===== src/rtl/battle_front_calc.sv =====
// Per-tick combat resolver: scans one unit slot and one enemy slot per cycle, then
// publishes fronts, saturated damage totals and spawn-lane status with SCEN strobes.
module battle_front_calc #(
  parameter int          NUM_UNITS   = 4,
  parameter int          NUM_ENEMIES = 4,
  parameter logic [23:0] TICK_CYCLES = 24'd1_000_000,
  parameter logic [8:0]  SPAWN_GAP   = 9'd32
) (
  input  logic                     clk,
  input  logic                     reset,
  input  logic                     pause,
  input  logic [9*NUM_UNITS-1:0]   unitPos,
  input  logic [8*NUM_UNITS-1:0]   unitDamage,
  input  logic [NUM_UNITS-1:0]     unitDead,
  input  logic [9*NUM_ENEMIES-1:0] enemyPos,
  input  logic [8*NUM_ENEMIES-1:0] enemyDamage,
  input  logic [NUM_ENEMIES-1:0]   enemyDead,
  output logic [8:0]               enemyFront,
  output logic [8:0]               unitFront,
  output logic [7:0]               damageToUnits,
  output logic [7:0]               damageToEnemies,
  output logic                     damageSCEN,
  output logic                     moveSCEN,
  output logic                     canSpawn,
  output logic                     busy
);

  localparam int          SCAN_LEN    = (NUM_UNITS > NUM_ENEMIES) ? NUM_UNITS : NUM_ENEMIES;
  localparam logic [2:0]  LAST_IDX    = 3'(SCAN_LEN - 1);
  localparam logic [23:0] TICK_LAST   = TICK_CYCLES - 24'd1;
  localparam logic [8:0]  SPAWN_LIMIT = 9'h1FF - SPAWN_GAP;

  typedef enum logic [1:0] {IDLE, SCAN, APPLY, MOVE} state_t;

  state_t      state_reg;
  logic [23:0] tick_count_reg;
  logic [2:0]  idx_reg;
  logic [8:0]  e_max_reg, e_max_next;
  logic [8:0]  u_min_reg, u_min_next;
  logic [7:0]  d_u_reg, d_u_next;
  logic [7:0]  d_e_reg, d_e_next;
  logic        clr_reg, clr_next;
  logic        tick_start;

  // Slot views padded to 8 entries; absent slots read as dead so the scan ignores them.
  logic [8:0] unit_pos_arr    [8];
  logic [7:0] unit_dmg_arr    [8];
  logic       unit_alive_arr  [8];
  logic [8:0] enemy_pos_arr   [8];
  logic [7:0] enemy_dmg_arr   [8];
  logic       enemy_alive_arr [8];

  genvar gi;
  generate
    for (gi = 0; gi < 8; gi++) begin : g_slot
      if (gi < NUM_UNITS) begin : g_unit
        assign unit_pos_arr[gi]   = unitPos[9*gi +: 9];
        assign unit_dmg_arr[gi]   = unitDamage[8*gi +: 8];
        assign unit_alive_arr[gi] = ~unitDead[gi];
      end else begin : g_no_unit
        assign unit_pos_arr[gi]   = 9'd0;
        assign unit_dmg_arr[gi]   = 8'd0;
        assign unit_alive_arr[gi] = 1'b0;
      end
      if (gi < NUM_ENEMIES) begin : g_enemy
        assign enemy_pos_arr[gi]   = enemyPos[9*gi +: 9];
        assign enemy_dmg_arr[gi]   = enemyDamage[8*gi +: 8];
        assign enemy_alive_arr[gi] = ~enemyDead[gi];
      end else begin : g_no_enemy
        assign enemy_pos_arr[gi]   = 9'd0;
        assign enemy_dmg_arr[gi]   = 8'd0;
        assign enemy_alive_arr[gi] = 1'b0;
      end
    end
  endgenerate

  function automatic logic [7:0] sat8(input logic [7:0] a, input logic [7:0] b);
    logic [8:0] sum;
    sum = {1'b0, a} + {1'b0, b};
    return sum[8] ? 8'hFF : sum[7:0];
  endfunction

  assign tick_start = !pause && (tick_count_reg == TICK_LAST);
  assign busy       = (state_reg != IDLE);

  always_ff @(posedge clk) begin
    if (reset) begin
      tick_count_reg <= 24'd0;
    end else if (!pause) begin
      tick_count_reg <= (tick_count_reg == TICK_LAST) ? 24'd0 : tick_count_reg + 24'd1;
    end
  end

  // Strict compares so ties keep the value already accumulated.
  always_comb begin
    e_max_next = e_max_reg;
    u_min_next = u_min_reg;
    d_u_next   = d_u_reg;
    d_e_next   = d_e_reg;
    clr_next   = clr_reg;
    if (enemy_alive_arr[idx_reg]) begin
      if (enemy_pos_arr[idx_reg] > e_max_reg) e_max_next = enemy_pos_arr[idx_reg];
      d_u_next = sat8(d_u_reg, enemy_dmg_arr[idx_reg]);
    end
    if (unit_alive_arr[idx_reg]) begin
      if (unit_pos_arr[idx_reg] < u_min_reg) u_min_next = unit_pos_arr[idx_reg];
      d_e_next = sat8(d_e_reg, unit_dmg_arr[idx_reg]);
      if (unit_pos_arr[idx_reg] > SPAWN_LIMIT) clr_next = 1'b0;
    end
  end

  // Results load at the edge closing the last scan slot, so they appear with damageSCEN.
  always_ff @(posedge clk) begin
    if (reset) begin
      state_reg       <= IDLE;
      idx_reg         <= 3'd0;
      e_max_reg       <= 9'd0;
      u_min_reg       <= 9'h1FF;
      d_u_reg         <= 8'd0;
      d_e_reg         <= 8'd0;
      clr_reg         <= 1'b1;
      enemyFront      <= 9'd0;
      unitFront       <= 9'h1FF;
      damageToUnits   <= 8'd0;
      damageToEnemies <= 8'd0;
      canSpawn        <= 1'b1;
      damageSCEN      <= 1'b0;
      moveSCEN        <= 1'b0;
    end else begin
      damageSCEN <= 1'b0;
      moveSCEN   <= 1'b0;
      case (state_reg)
        IDLE: begin
          if (tick_start) begin
            state_reg <= SCAN;
            idx_reg   <= 3'd0;
            e_max_reg <= 9'd0;
            u_min_reg <= 9'h1FF;
            d_u_reg   <= 8'd0;
            d_e_reg   <= 8'd0;
            clr_reg   <= 1'b1;
          end
        end
        SCAN: begin
          e_max_reg <= e_max_next;
          u_min_reg <= u_min_next;
          d_u_reg   <= d_u_next;
          d_e_reg   <= d_e_next;
          clr_reg   <= clr_next;
          if (idx_reg == LAST_IDX) begin
            state_reg       <= APPLY;
            enemyFront      <= e_max_next;
            unitFront       <= u_min_next;
            damageToUnits   <= d_u_next;
            damageToEnemies <= d_e_next;
            canSpawn        <= clr_next;
            damageSCEN      <= 1'b1;
          end else begin
            idx_reg <= idx_reg + 3'd1;
          end
        end
        APPLY: begin
          moveSCEN  <= 1'b1;
          state_reg <= MOVE;
        end
        MOVE: begin
          state_reg <= IDLE;
        end
        default: begin
          state_reg <= IDLE;
        end
      endcase
    end
  end

endmodule


===== config.mk =====
export PLATFORM = sky130hd
export DESIGN_NAME = battle_front_calc
export DESIGN_NICKNAME = d
export VERILOG_FILES = /design/src/rtl/battle_front_calc.sv
export SDC_FILE = /design/constraint.sdc
export NUM_CORES = 1
export LEC_CHECK = 0
export ABC_CLOCK_PERIOD_IN_PS = 4900
export BUFFER_PORTS_ARGS = -buffer_cell sky130_fd_sc_hd__buf_2
export CAP_MARGIN = 15
export CORE_UTILIZATION = 53
export DETAILED_ROUTE_END_ITERATION = 7
export PLACE_DENSITY = 0.89
export SYNTH_ARGS = -nofsm -noshare
export SYNTH_HDL_FRONTEND = slang
export SYNTH_SLANG_ARGS = --single-unit

===== constraint.sdc =====
create_clock -name clk -period 4.9 [get_ports clk]
set_clock_uncertainty 0.05 [all_clocks]
set_input_delay 0.98 -clock clk [delete_from_list [all_inputs] [get_ports clk]]
set_output_delay 0.98 -clock clk [all_outputs]
set_load 0.02 [all_outputs]

==> results.md <==
* Status: complete, but fails checks
* Violated checks: design-rule violations
* GP Congestion at a little over 0.9
* Least-Margin Pin Slew at roughly 1.2 ns
* Fraction of layout instances using a drive strength above 1 at 0.288
* Pwr dens at 259 nW/um^2
* Vias in the first global route at 5937
* Routed Antenna Nets at 0
* FF+latch count, synth at 101
* Synth unique cells at 61
* Final period util at 0.795
* Worst setup margin at ~1 ns
* Ant diodes at 0
* Chip Width at 112 um
* Hold buffers post-CTS at 0
* Fmax at between 200 and 300 MHz
* Cell taking the most area after synthesis: dfxtp_1
* # nets final at 1053
* Critical path's largest stage delay at 0.62 ns
* Most used cell, CP: a21oi_1
* # resized after CTS at 0
* Net Sw Frac at 0.294
* Max reg flops at 24
* Seq/Total Area, Yosys at 0.316
* Element type at the critical path start: register
* Final core utilization at 0.663
* Req. time, crit path at 5.07 ns
* Global-route wire length before repair at 27800 um
* Hold Path Class: register to register
* CP endpoint kind: register
* Worst path top cell family by delay: compound AO/OA/AOI/OAI gates
* Clock root buffer: clkbuf_16
* Routed WL at 16800 um
* Cell chain of the critical path: inv_1, and2_1, ha_1, fa_1, a211oi_1, o21bai_1, a21oi_1, o211a_1, o21ai_0, o211ai_1, a21oi_1
* Async set-or-reset flop fraction in the synthesized netlist at 0
* Gr usage total at 0.276
* Routed via count at 6029
* Final setup viols at 0
* Die area at 12500 sq um
* Commonest cells after routing, fill and taps aside: 184 x buf_2, 99 x dfxtp_1, 59 x a21oi_1
* Syn Std Cell Area at 6390 sq um
* TNS Setup at 0 ns
* FP Rows at 39
* Dpl ws at ~0.89 ns
* Clk slew on worst S/H paths at approximately 0.070 ns
* Max-Cap Viols at 0
* Number of antenna violations at the first check in global routing at 0
* Top_reg_cell synth: dfxtp_1
* Synthesis-to-layout area growth at 19.9%
* CTS tree: yes
* Leak Pwr at 0.00330 uW
* Buf/Inv on CP at 1
* IO buf count at 184
* Post-synth EDFFs at 0
* Detail Placement HPWL at 12200 um
* DR iter-0 viols at 404
* Fillcell total at 915
* Ports at 185
* Worst-path fanout max at 35
* WL per Instance at 16.7 um
* Critical-path top delay cell: dfxtp_1
* Combinational share of power at 0.234
* Grt total ovfl at 0
* Storage cell area at 2020 sq um
* RSZ-0062 raised after global routing: no
* Largest net degree at the start of global routing at 43
* Yosys Warn Count at 0
* Sw Pwr at 585 uW
* P_int at around 1400 uW
* Fin crit period at slightly below 4 ns
* Maximum vdd drop at 0.228 mV
* Vias per cell at slightly below 6
* DIE HEIGHT at 112 um
* Max H-tree Level at 3
* CP Data Arrival Time at 4.06 ns
* Commonest non-fill, non-tap cell in the layout: buf_2
* Placed Cells incl. Taps at 996
* Detailed Routing Iterations Pass 1 at 7
* Initial Utilization at 0.553
* Syn_area_per_cell at between 9 and 10 sq um
* Cells after synthesis at 699
* Clk buf depth at 2
* Slew headroom at 0.224
* Final hold vios at 0
* WS Path Type: register to register
* Share of the synthesized area in the top cell type at 0.316
* Setup bufs post-CTS at 0
* Clk Latency, worst-skew pair at 0.35 ns
* Number of clock sinks at ~100
* Num CTS Buffers at 9
* Area of the multi-input gates at 4090 sq um
* Core Region at approximately 12000 sq um
* Clock power frac at 0.342
* Fin cells at between 1000 and 1500
* Ranking of synthesized cells by area: dfxtp_1 32%, mux4_2 10%, ha_1 7.8%
* Total DRC errors in the routed layout at 20
* Slew Limit Fails at 0
* Sequential Power Share at 0.424
* Syn Nets at 888
metal layers:
layer  global-route usage  share of wire  wire length, um  up-vias
li1                     -              -                -     2897
met1                0.326           0.40             6800     2869
met2                0.478           0.50             8350      233
met3               0.0637          0.077             1290       30
met4                0.123          0.024              399        0
met5                    0              0                0        -
path summary, 6_finish.rpt:
kind	start	to	slack, ns	depth (start not counted)
worst max register to register	idx_reg[2]	damageToEnemies[4]	1.00	11
worst min register to register	damageToUnits[5]	damageToUnits[5]	0.40	2
worst min-delay path	damageToUnits[5]	damageToUnits[5]	0.40	2
worst max-delay path	idx_reg[2]	damageToEnemies[4]	1.00	11
worst min-delay path, delay by kind of cell (launching register included):
family             cells  cell delay (ns)
DFF                    1             0.31
and+or+nand+nor        1             0.05
AOI/OAI and AO/OA      1             0.05
power groups by stage:
stage | Sequential [uW] | Clock (uW) | Combinational [uW]
after floorplan | 859 | 0 | 320
after global placement | 861 | 0 | 444
after detailed placement | 861 | 0 | 457
after CTS | 842 | 685 | 460
after global routing | 843 | 722 | 512
final | 842 | 678 | 465
area by class of cell:
class | instances | area share
flip-flops and latches | 101 | 0.264
inverters | 27 | 0.0132
clock buffers | 12 | 0.0335
clock inverters | 3 | 0.00278
repair buffers | 193 | 0.129
multi-input cells | 532 | 0.534
well taps | 143 | 0.0234
Yosys cell counts, types with 3 or more instances:
master    count
nor2b_1       3
mux4_2       29
a211oi_1     10
nor4_1       11
and2_1       36
buf_1         6
o21bai_1      4
xor2_1       19
mux2i_1      12
nor3_1       34
mux4_1        7
inv_1        27
and3_1        7
nand4b_1      3
a21o_1        8
a22o_1        8
nand4_1       7
or3_1         4
o21ai_0      36
buf_2        10
dfxtp_1     101
o22a_1        7
xnor2_1       9
nand2b_1      4
nand3_1      11
a31oi_1       4
o211ai_1     11
clkbuf_1     20
nor2_1       55
ha_1         40
a21oi_1      59
a32o_1        3
nand2_1      58
metrics by stage:
step	area [sq um]	hold slack, ns	total power [uW]
after global routing	7660	0.424	2080
after floorplan	6390	0.404	1180
after CTS	7660	0.402	1990
after detailed placement	7380	0.394	1320
final	7660	0.399	1990
after global placement	7380	0.389	1300
cell families after synthesis:
kind of cell,count (synthesis),share of synthesized area
DFF,101,0.316
adders and majority gates,42,0.0846
AOI/OAI and AO/OA,171,0.177
xor gates and xnor gates,28,0.0384
and+or+nand+nor,243,0.191
buffers and inverters,66,0.0436
muxes,48,0.150
Note: power is estimated with default switching activity, not from simulation.
